File: src/rtl/mips_pkg.sv
// Shared pipeline types: register-index width, in-flight destination entry, interlock FSM states.
// Ports: none (package).
// Imported by the hazard interlock controller and its match encoder.
package mips_pkg;

  localparam int REGISTERWIDTH = 5;

  // One tracked producer: valid bit plus the destination register it will write.
  typedef struct packed {
    logic                     valid;
    logic [REGISTERWIDTH-1:0] rd;
  } rd_entry_t;

  typedef enum logic {
    HZ_RUN,
    HZ_STALL
  } hz_state_e;

endpackage

File: src/rtl/hazard_stall_ctrl_rd_match_encoder.sv
// Combinational match of decode-stage sources against in-flight destinations.
// Ports: entries (packed array, index 0 = youngest), rs1/rs2 + use bits in; any_hit and stall count c out.
// The youngest matching producer wins, since it needs the longest wait: c = DEPTH - index.
module rd_match_encoder
  import mips_pkg::*;
#(
  parameter int DEPTH = 2
) (
  input  rd_entry_t [DEPTH-1:0]          entries,
  input  logic [REGISTERWIDTH-1:0]       rs1,
  input  logic [REGISTERWIDTH-1:0]       rs2,
  input  logic                           use_rs1,
  input  logic                           use_rs2,
  output logic                           any_hit,
  output logic [$clog2(DEPTH+1)-1:0]     stall_cnt
);

  localparam int CW = $clog2(DEPTH+1);

  // Walk from oldest to youngest so the lowest matching index is the last writer.
  always_comb begin
    any_hit   = 1'b0;
    stall_cnt = '0;
    for (int i = DEPTH - 1; i >= 0; i--) begin
      if (entries[i].valid &&
          ((use_rs1 && (rs1 == entries[i].rd)) ||
           (use_rs2 && (rs2 == entries[i].rd)))) begin
        any_hit   = 1'b1;
        stall_cnt = CW'(DEPTH - i);
      end
    end
  end

endmodule

File: src/rtl/hazard_stall_ctrl.sv
// Load-use/RAW interlock for a no-forwarding 5-stage pipe: tracks in-flight rd values and stalls ID.
// Ports: clk/reset (sync, active-high), pipe_en, flush, ID-stage operand info in;
//        stall/bubble (combinational), stall_remain, saturating stall_cycles statistic out.
module hazard_stall_ctrl
  import mips_pkg::*;
#(
  parameter int DEPTH = 2,
  parameter int CNT_W = 32
) (
  input  logic                         clk,
  input  logic                         reset,
  input  logic                         pipe_en,
  input  logic                         flush,
  input  logic                         id_valid,
  input  logic [REGISTERWIDTH-1:0]     id_rs1,
  input  logic [REGISTERWIDTH-1:0]     id_rs2,
  input  logic                         id_use_rs1,
  input  logic                         id_use_rs2,
  input  logic                         id_wr_en,
  input  logic [REGISTERWIDTH-1:0]     id_rd,
  output logic                         stall,
  output logic                         bubble,
  output logic [$clog2(DEPTH+1)-1:0]   stall_remain,
  output logic [CNT_W-1:0]             stall_cycles
);

  localparam int CW = $clog2(DEPTH+1);

  rd_entry_t [DEPTH-1:0] ent_q;
  hz_state_e             state_q, state_nxt;
  logic [CW-1:0]         cnt_q, cnt_nxt;
  logic                  any_hit;
  logic [CW-1:0]         hit_c;
  logic                  issue_wr;

  rd_match_encoder #(.DEPTH(DEPTH)) u_match (
    .entries   (ent_q),
    .rs1       (id_rs1),
    .rs2       (id_rs2),
    .use_rs1   (id_use_rs1),
    .use_rs2   (id_use_rs2),
    .any_hit   (any_hit),
    .stall_cnt (hit_c)
  );

  // Hits are only consulted in RUN; once in STALL the owed count alone drives the hold.
  // A flushed ID slot never stalls, it is discarded.
  assign stall  = ~flush & ((state_q == HZ_STALL) |
                            ((state_q == HZ_RUN) & id_valid & any_hit));
  assign bubble = stall;
  assign stall_remain = (state_q == HZ_STALL) ? cnt_q : '0;

  // Register 0 is never recorded, so it can never cause a hit.
  assign issue_wr = id_valid & ~stall & ~flush & id_wr_en & (id_rd != '0);

  always_comb begin
    state_nxt = state_q;
    cnt_nxt   = cnt_q;
    if (flush) begin
      state_nxt = HZ_RUN;
      cnt_nxt   = '0;
    end else if (pipe_en) begin
      case (state_q)
        HZ_RUN: begin
          // c==1 needs no FSM help: the shift moves the producer into WB next cycle.
          if (stall && (hit_c > CW'(1))) begin
            state_nxt = HZ_STALL;
            cnt_nxt   = hit_c - CW'(1);
          end
        end
        HZ_STALL: begin
          if (cnt_q == CW'(1)) begin
            state_nxt = HZ_RUN;
            cnt_nxt   = '0;
          end else begin
            cnt_nxt = cnt_q - CW'(1);
          end
        end
        default: begin
          state_nxt = HZ_RUN;
          cnt_nxt   = '0;
        end
      endcase
    end
  end

  always_ff @(posedge clk) begin
    if (reset) begin
      state_q <= HZ_RUN;
      cnt_q   <= '0;
    end else begin
      state_q <= state_nxt;
      cnt_q   <= cnt_nxt;
    end
  end

  // Older entries keep moving on a flush: they belong to instructions ahead of the branch.
  always_ff @(posedge clk) begin
    if (reset) begin
      ent_q <= '0;
    end else if (flush || pipe_en) begin
      for (int i = DEPTH - 1; i > 0; i--) begin
        ent_q[i] <= ent_q[i-1];
      end
      ent_q[0].valid <= issue_wr;
      ent_q[0].rd    <= issue_wr ? id_rd : '0;
    end
  end

  always_ff @(posedge clk) begin
    if (reset) begin
      stall_cycles <= '0;
    end else if (stall && pipe_en && (stall_cycles != '1)) begin
      stall_cycles <= stall_cycles + CNT_W'(1);
    end
  end

endmodule

File: config.mk
export PLATFORM = sky130hd
export DESIGN_NAME = hazard_stall_ctrl
export DESIGN_NICKNAME = d
export VERILOG_FILES = /design/src/rtl/mips_pkg.sv /design/src/rtl/hazard_stall_ctrl_rd_match_encoder.sv /design/src/rtl/hazard_stall_ctrl.sv
export SDC_FILE = /design/constraint.sdc
export NUM_CORES = 1
export LEC_CHECK = 0
export CORE_UTILIZATION = 45
export DETAILED_ROUTE_END_ITERATION = 16
export GPL_ROUTABILITY_DRIVEN = 0
export PLACE_DENSITY = 0.73
export SLEW_MARGIN = 20
export SYNTH_ARGS = -nofsm -noshare
export SYNTH_HDL_FRONTEND = slang
export SYNTH_SLANG_ARGS = --single-unit
File: constraint.sdc
create_clock -name clk -period 3.2 [get_ports clk]
set_input_delay 0.64 -clock clk [delete_from_list [all_inputs] [get_ports clk]]
set_output_delay 0.64 -clock clk [all_outputs]
set_load 0.005 [all_outputs]
Word-level counts from Yosys, hierarchy flattened:

Cells that the tools add are included.

* register bits after elaboration: 47
* latch bits: 0
* RAM bits: 0
* bits in read-only memories: 0
* input bits: 23
* output and inout port bits: 36
* word-level logic and storage cells: 56
* memories: 0

* add/sub/neg operators: 3
* $mul: 0
* divide/modulo/power cells: 0
* $lt $le $gt $ge: 1
* equal/unequal tests: 7
* shift operators: 0
* muxes and demuxes: 12
* bitwise gates (word level): 11
* reductions and logical operators: 15

Operators with widths (number)
* 32-bit by 1-bit adder with 32-bit output (second input constant): 1
* 32-bit inequality test (second input constant): 1
* 5-bit == test: 4
* 1-bit logical AND: 9
* 2-bit 2-to-1 mux: 4
* 1-bit AND: 7
* 1-bit 2-to-1 mux: 5
* 5-bit 2-to-1 mux: 1
* 5-bit nonzero test: 1
* 2-bit case mux with 2 select lines: 1
* 2-bit by 1-bit subtractor with 2-bit output (second input constant): 2
* 1-bit logical OR: 3
* 1-bit inverter: 3
* 2-bit by 1-bit == test with 1-bit output (second input constant): 1
* 2-bit by 1-bit > comparator with 1-bit output (second input constant): 1
* 2-bit by 1-bit inequality test with 1-bit output (second input constant): 1
* 1-bit case mux with 2 select lines: 1
* 2-bit AND reduction: 1
* 2-bit OR reduction: 1
* 1-bit bitwise OR: 1

Longest topological paths before layout:

Gate-level depths: netlist (run 1).

* word-level depth: 15
* mapped depth: 8
* gate-level depth less buffers: 7

By module:

Synthesis (run 1) repeated with hierarchy kept, for this count alone.

* cells, all modules: 304
* area total of the unflattened synthesis: 2603.7 um2

Modules (own cells, without submodules)
* hazard_stall_ctrl: times used 1, cells each 272, area an instance 2352.3 um2
* rd_match_encoder: times used 1, cells each 32, area an instance 251.5 um2

Worst setup path after synthesis (run 1):

Ideal clock, no wire load.

* path type: input port to output port
* from: input port id_rs2[3]
* to: output port stall
* data arrival time: 2.150 ns
* required time: 2.560 ns
* path slack: 0.410 ns
* stages on the path: 8
* buffers on the path: 3
* path through: xor2_1 > nor4_2 > a41oi_2 > a311o_1 > buf_2 > clkbuf_1 > inv_1 > buf_4

* cells in the longest elaborated chain, start to end: 9
* elaborated cells on any way between the ends: 13
* those cells by class: 2 x eq/ne; 2 x mux; 3 x bitwise; 6 x reduce/logical

Ends and longest elaborated chain
* start: declaration: line hazard_stall_ctrl.sv:16 `input logic [REGISTERWIDTH-1:0] id_rs2,`
* 5-bit == test: line hazard_stall_ctrl_rd_match_encoder.sv:27 `(use_rs2 && (rs2 == entries[i].rd)))) begin`
* 1-bit logical AND: line hazard_stall_ctrl_rd_match_encoder.sv:27
* 1-bit logical OR: line hazard_stall_ctrl_rd_match_encoder.sv:26 `((use_rs1 && (rs1 == entries[i].rd)) ||`
* 1-bit logical AND: line hazard_stall_ctrl_rd_match_encoder.sv:25 `if (entries[i].valid &&`
* 1-bit 2-to-1 mux: line hazard_stall_ctrl_rd_match_encoder.sv:25
* 1-bit 2-to-1 mux (*): line hazard_stall_ctrl_rd_match_encoder.sv:25
* 1-bit AND (*): line hazard_stall_ctrl.sv:49 `((state_q == HZ_RUN) & id_valid & any_hit));`
* 1-bit bitwise OR (*): line hazard_stall_ctrl.sv:48 `assign stall = ~flush & ((state_q == HZ_STALL) |`
* 1-bit AND (*): line hazard_stall_ctrl.sv:48
* end: declaration: line hazard_stall_ctrl.sv:21 `output logic stall,`

Mark *: on every way between the ends. The rest lies on a longest branch, timed or not.

Final worst setup path (run 1):

* from: input port id_rs1[3]
* to: output port stall

* cells in the longest elaborated chain, start to end: 9
* elaborated cells on any way between the ends: 13
* those cells by class: 2 x eq/ne; 2 x mux; 3 x bitwise; 6 x reduce/logical

Ends and longest elaborated chain
* start: declaration: line hazard_stall_ctrl.sv:15 `input logic [REGISTERWIDTH-1:0] id_rs1,`
* 5-bit == test: line hazard_stall_ctrl_rd_match_encoder.sv:26
* 1-bit logical AND: line hazard_stall_ctrl_rd_match_encoder.sv:26
* 1-bit logical OR: line hazard_stall_ctrl_rd_match_encoder.sv:26
* 1-bit logical AND: line hazard_stall_ctrl_rd_match_encoder.sv:25
* 1-bit 2-to-1 mux: line hazard_stall_ctrl_rd_match_encoder.sv:25
* 1-bit 2-to-1 mux (*): line hazard_stall_ctrl_rd_match_encoder.sv:25
* 1-bit AND (*): line hazard_stall_ctrl.sv:49
* 1-bit bitwise OR (*): line hazard_stall_ctrl.sv:48
* 1-bit AND (*): line hazard_stall_ctrl.sv:48

Marked as above.

==> impl_metrics.json, run 1 <==
{
  "status": "completed",
  "synthMuxAreaShare_pct": 5.57,
  "r2r_slack_ns": 0.65,
  "regArea_um2": 941,
  "htree_levels": 2,
  "portBuffers": 58,
  "synthesis.area_um2": 2610,
  "synthTopCellsByCount": "dfxtp_1 (47), nor2_1 (38), a21oi_1 (25)",
  "io_pins": 59,
  "period_share_pct": 96.5,
  "grt_pass1_wl_mm": 10.6,
  "design.core.area_um2": 5540,
  "drt-pass1-iter-count": 5,
  "clock_latency_ns": 0.30,
  "synth_top_area_share_pct": 36.1,
  "synth-seq-cells": 47,
  "synth-edff-count": 0,
  "post-route-util_pct": 61.6,
  "synth_xor_area_share_pct": 7.06,
  "layout_min_cycle_time_ns": 3.09,
  "synth-simple-area-share_pct": 29.9,
  "synth_top_family_by_area": "simple AND/OR/NAND/NOR gates",
  "min_from": "ent_q[11]",
  "dp.cells": 442,
  "fin_cells": 451,
  "synthToLayoutAreaGrowth_pct": 31.0,
  "start_kind": "input port",
  "critPathCaptureType": "primary output",
  "hold_viol_final": 0,
  "startpoint": "id_rs1[3]",
  "synth_compound_area_share_pct": 16.2,
  "synth_warnings": 0,
  "hpwl_mm": 4.62,
  "wire_per_inst_um": 14.4,
  "arrival_ns": 2.45,
  "cp.required_ns": 2.56,
  "syn_nets": 339,
  "synth_area_leaders": "dfxtp_1 (36%), nor2_1 (5.5%), a21oi_1 (4.8%), xnor2_1 (4.4%), mux2_2 (4.3%)",
  "max_clock_freq_ghz": 0.324,
  "grt_pass1_vias": 2339,
  "antenna_found_initial": 0,
  "p_per_area_nw_per_um2": 322,
  "grt-ovfl-total": 0,
  "numCtsBuffers": 5,
  "crit_type": "in -> out",
  "synthAdderAreaFrac_pct": 0.960,
  "die-area_um2": 6100,
  "hp-class": "reg -> reg",
  "crit_path_max_fanout": 2,
  "num_vias": 2512,
  "hold_path_end": "ent_q[11]",
  "fillers": 518,
  "rsz0062_at_grt": "no",
  "rows": 27,
  "p_leak_uw": 0.00122,
  "drt_drc_violations_left": 0,
  "r2r_end": "stall_cycles[26]",
  "clockBufferDepth": 2,
  "via_per_inst": 5.57,
  "yosysTopAreaCell": "dfxtp_1",
  "placed_area_um2": 3300,
  "hold_depth": 2,
  "yosysSeqAreaShare_pct": 36.1,
  "drv_slew": 0,
  "slew_headroom_pct": 46.0,
  "reg2reg_depth": 8,
  "timing.rr.start": "ent_q[9]",
  "layout.nets": 404,
  "grt_use_total_pct": 21.6,
  "multi_input_area_um2": 1560,
  "setup_violations": 0,
  "cts_tree": "yes",
  "worstMarginPinSlew_ns": 0.807,
  "synth_most_common_cell": "dfxtp_1",
  "wl_mm": 6.50,
  "die_w_um": 78.1,
  "max_cap_viol_count": 0,
  "netlist_instances": 314,
  "avgSynthCellArea_um2": 8.30,
  "ys.flop_type": "dfxtp_1",
  "die_y_um": 78.1,
  "grt_max_degree": 47,
  "async_reset_ff_share_pct": 0,
  "synth_cell_types": 46,
  "ant_nets": 0,
  "root_buffer": "clkbuf_8",
  "clock_skew_ns": 0.00515,
  "drtIter0Drc": 92,
  "clk_pin_slew_worst_paths_ns": 0.08,
  "drive_gt1_share_pct": 13.2,
  "start_util_pct": 47.0,
  "numClockSinks": 47,
  "antenna_cells": 0,
  "finalInstanceArea_um2": 3410,
  "vdd_ir_drop_max_mv": 0.240
}
## logic make-up (layout without fill, tap and decap cells)
kind of cell               count (synthesis)  after routing
xor gates and xnor gates                  21             21
and+or+nand+nor                          147            147
DFF                                       47             47
AOI/OAI and AO/OA                         60             60
buffers and inverters                     24             89
adders and majority gates                  2              2
muxes                                     13             13
## repair_timing
action | in CTS | in global routing
resized for setup | 10 | 2
pin swaps | 8 | 5
endpoints found under the hold margin | 0 | 0
hold buffers | 0 | 0
endpoints found under the setup margin | 2 | 2
buffers inserted | 2 | 0
## layout by cell type (no fill, tap or decap), types with 2 or more instances in the layout
cell type,netlist,routed
a21oi_1,25,25
a22o_1,5,5
a31o_2,5,5
and2_1,2,2
and3_1,3,3
buf_4,1,17
clkbuf_8,0,5
clkdlybuf4s50_1,0,46
dfxtp_1,47,47
dlygate4sd2_1,0,10
ha_1,2,2
inv_1,7,7
mux2_1,2,2
mux2_2,10,10
nand2_1,23,23
nand2b_1,7,7
nand3_1,17,17
nand4_1,11,11
nor2_1,38,38
nor2b_1,11,11
nor3_1,6,6
nor4_2,2,3
o21ai_0,8,8
o311a_1,2,2
o31ai_1,7,7
or2_2,4,4
or3_1,10,10
or4_1,6,6
xnor2_1,13,13
xor2_1,8,8
## critical path, stage by stage
cell and delay, ns:
dlygate4sd2_1 0.26, xor2_1 0.16, nor4_2 0.27, nand4_1 0.15, a311o_1 0.41, inv_1 0.08, clkdlybuf4s50_1 0.49
## how the worst max path moves through the flow
stage	slack [ns]	end	cells after the start
6_report	0.11	stall	7
2_1_floorplan	0.41	stall	8
3_3_place_gp	-0.16	bubble	7
3_5_place_dp	-0.18	bubble	7
5_1_grt	0.007	stall	7
4_1_cts	0.07	bubble	8
## state kept, by name (all words and copies together), names as in the netlist
register,flops
stall_cycles,32
ent_q,12
cnt_q,2
state_q,1
## metal layers
layer	track usage, %	share of wire [%]	vias to the layer above
met5	0	0	-
met4	7.41	1.3	0
met3	4.30	4.8	7
met2	35.9	48	71
met1	27.9	46	1178
li1	-	-	1256
## power by group
group / switching, uW / total (uW) / internal (uW)
Combinational: 45.3 / 88.2 / 42.9
Sequential: 2.18 / 588 / 586
Clock: 195 / 424 / 229
Total: 243 / 1100 / 858
## layout make-up
class | count | area share, %
Clock buffer | 6 | 2.13
Clock inverter | 1 | 0.879
Sequential cell | 47 | 27.6
Inverter | 7 | 0.770
Multi-Input combinational cell | 243 | 45.7
Timing Repair Buffer | 75 | 20.3
Tap cell | 72 | 2.64
## through the flow
step                power, uW  TNS (ns)  hold slack, ns  worst slack (ns)
finish                   1100         0           0.495             0.111
CTS                      1100         0           0.491            0.0688
detailed placement        693    -0.380           0.479            -0.177
floorplan                 642         0           0.456             0.410
global route             1140         0           0.525           0.00700
global placement          692    -0.321           0.469            -0.159
Note: power is estimated with default switching activity, not from simulation.
==> run 2, diff against run 1 <==
==> constraint.sdc (replaced) <==
create_clock -name clk -period 3.2 [get_ports clk]
set_input_delay 0.48 -clock clk [delete_from_list [all_inputs] [get_ports clk]]
set_output_delay 0.48 -clock clk [all_outputs]
set_load 0.005 [all_outputs]
==> impl_metrics.json, run 2 (synthesized netlist as in run 1, its figures left out) <==
{
  "status": "completed",
  "reg_top3": "stall_cycles: 32 flops, ent_q: 12 flops, cnt_q: 2 flops",
  "placed_area_um2": 3260,
  "pwr-share-clk_pct": 37.0,
  "vdd_ir_drop_max_mv": 0.149,
  "rows": 27,
  "largest_reg_flops": 32,
  "die-area_um2": 6100,
  "setup_violations": 0,
  "antenna_cells": 0,
  "grt_use_total_pct": 20.8,
  "ant_nets": 0,
  "wire_per_inst_um": 14.1,
  "p_sw_uw": 244,
  "grt_pass1_vias": 2181,
  "layout_min_cycle_time_ns": 3.04,
  "slowest_stage": "clkdlybuf4s50_1",
  "design.core.area_um2": 5540,
  "antenna_found_initial": 0,
  "p_seq_share_pct": 55.0,
  "max_stage_delay_ns": 0.49,
  "drt-pass1-iter-count": 4,
  "drtIter0Drc": 86,
  "p_leak_uw": 0.00115,
  "p_comb_share_pct": 8.0,
  "clock_latency_ns": 0.30,
  "finalInstanceArea_um2": 3360,
  "final_common_cell": "clkdlybuf4s50_1",
  "die_w_um": 78.1,
  "hold_viol_final": 0,
  "arrival_ns": 2.56,
  "clockBufferDepth": 2,
  "max_clock_freq_ghz": 0.329,
  "drv_slew": 0,
  "hpwl_mm": 4.57,
  "numClockSinks": 47,
  "layout.nets": 396,
  "path_cells": "clkdlybuf4s50_1 > xor2_1 > nor4_2 > a41oi_2 > a311o_1 > inv_1 > clkdlybuf4s50_1",
  "crit_path_max_fanout": 2,
  "clk_pin_slew_worst_paths_ns": 0.08,
  "htree_levels": 2,
  "path_common_cell": "clkdlybuf4s50_1",
  "die_y_um": 78.1,
  "final_cell_mix": "clkdlybuf4s50_1 (57), dfxtp_1 (47), nor2_1 (38), a21oi_1 (25), nand2_1 (23)",
  "slew_headroom_pct": 52.0,
  "p_per_area_nw_per_um2": 319,
  "via_per_inst": 5.52,
  "grt_pass1_wl_mm": 10.1,
  "drive_gt1_share_pct": 11.3,
  "wl_mm": 6.27,
  "hp-class": "reg -> reg",
  "portBuffers": 58,
  "grt-ovfl-total": 0,
  "postCtsSetupRepairBufs": 0,
  "synthToLayoutAreaGrowth_pct": 28.8,
  "root_buffer": "clkbuf_8",
  "rsz0062_at_grt": "no",
  "worstMarginPinSlew_ns": 0.720,
  "setup-tns-final_ns": 0,
  "sw_frac_of_total_pct": 22.8,
  "cp.required_ns": 2.72,
  "grt_max_degree": 45,
  "cts_tree": "yes",
  "setup_slack_ns": 0.157,
  "ctsResizeCount": 0,
  "io_pins": 59,
  "start_kind": "input port",
  "cts_hold_buffers": 0,
  "max_cap_viol_count": 0,
  "drt_drc_violations_left": 0,
  "fillers": 521,
  "period_share_pct": 95.1,
  "num_vias": 2451,
  "top_register": "stall_cycles",
  "p_int_uw": 825,
  "clock_skew_ns": 0.00657,
  "numCtsBuffers": 5,
  "critPathCaptureType": "primary output",
  "crit_type": "in -> out",
  "start_util_pct": 47.0,
  "place_ws_ns": 0.144
}
[run 2: cell types whose count changed in the layout (fill, tap and decap cells not counted), sizes merged]
cell           delta
dlygate4sd2      -10
bufinv            -1
buf               -8
clkbuf            +2
clkdlybuf4s50    +11
dlymetal6s2s      -1
[run 2: final timing paths]
kind / cells after the start / slack [ns] / end / start
setup / recovery: 7 / 0.16 / bubble / id_rs2[3]
hold / removal: 2 / 0.50 / ent_q[7] / ent_q[7]
setup reg to reg: 7 / 0.74 / stall_cycles[9] / ent_q[9]
hold reg to reg: 2 / 0.50 / ent_q[7] / ent_q[7]
[run 2: final cells by class]
cell class	instances	area (um2)	area share, %
well taps	72	90.1	2.68
inverters	7	26.3	0.783
multi-input cells	243	1560	46.3
clock buffers	8	100	2.98
flip-flops and latches	47	941	28.0
repair buffers	67	643	19.2
[run 2: power by group through the flow]
stage	logic, uW	registers (uW)	clock network (uW)
3_5_place_dp	84.9	602	0
5_1_grt	92.4	588	429
3_3_place_gp	84.2	602	0
6_report	85.3	588	396
2_1_floorplan	40.8	601	0
4_1_cts	85.5	588	404
[run 2: routing by layer]
metal / global-route usage [%] / vias up / part of all wire (%)
met4: 7.22 / 0 / 1.1
met2: 35.4 / 50 / 48
met5: 0 / - / 0
li1: - / 1245 / -
met3: 4.07 / 7 / 4.1
met1: 26.2 / 1149 / 47
[run 2: worst max-delay path, delay by kind of cell]
family / cells / cell delay (ns)
XOR/XNOR: 1 / 0.17
AO/OA/AOI/OAI: 2 / 0.57
buffers and inverters: 3 / 1.02
AND/OR/NAND/NOR: 1 / 0.31
[run 2: through the flow]
step	power, uW	hold WS (ns)	utilization, %	cells
floorplan	642	0.456	-	314
global placement	686	0.476	58.8	436
detailed placement	687	0.487	58.8	436
CTS	1080	0.499	60.6	444
global route	1110	0.521	60.6	444
finish	1070	0.496	60.6	444
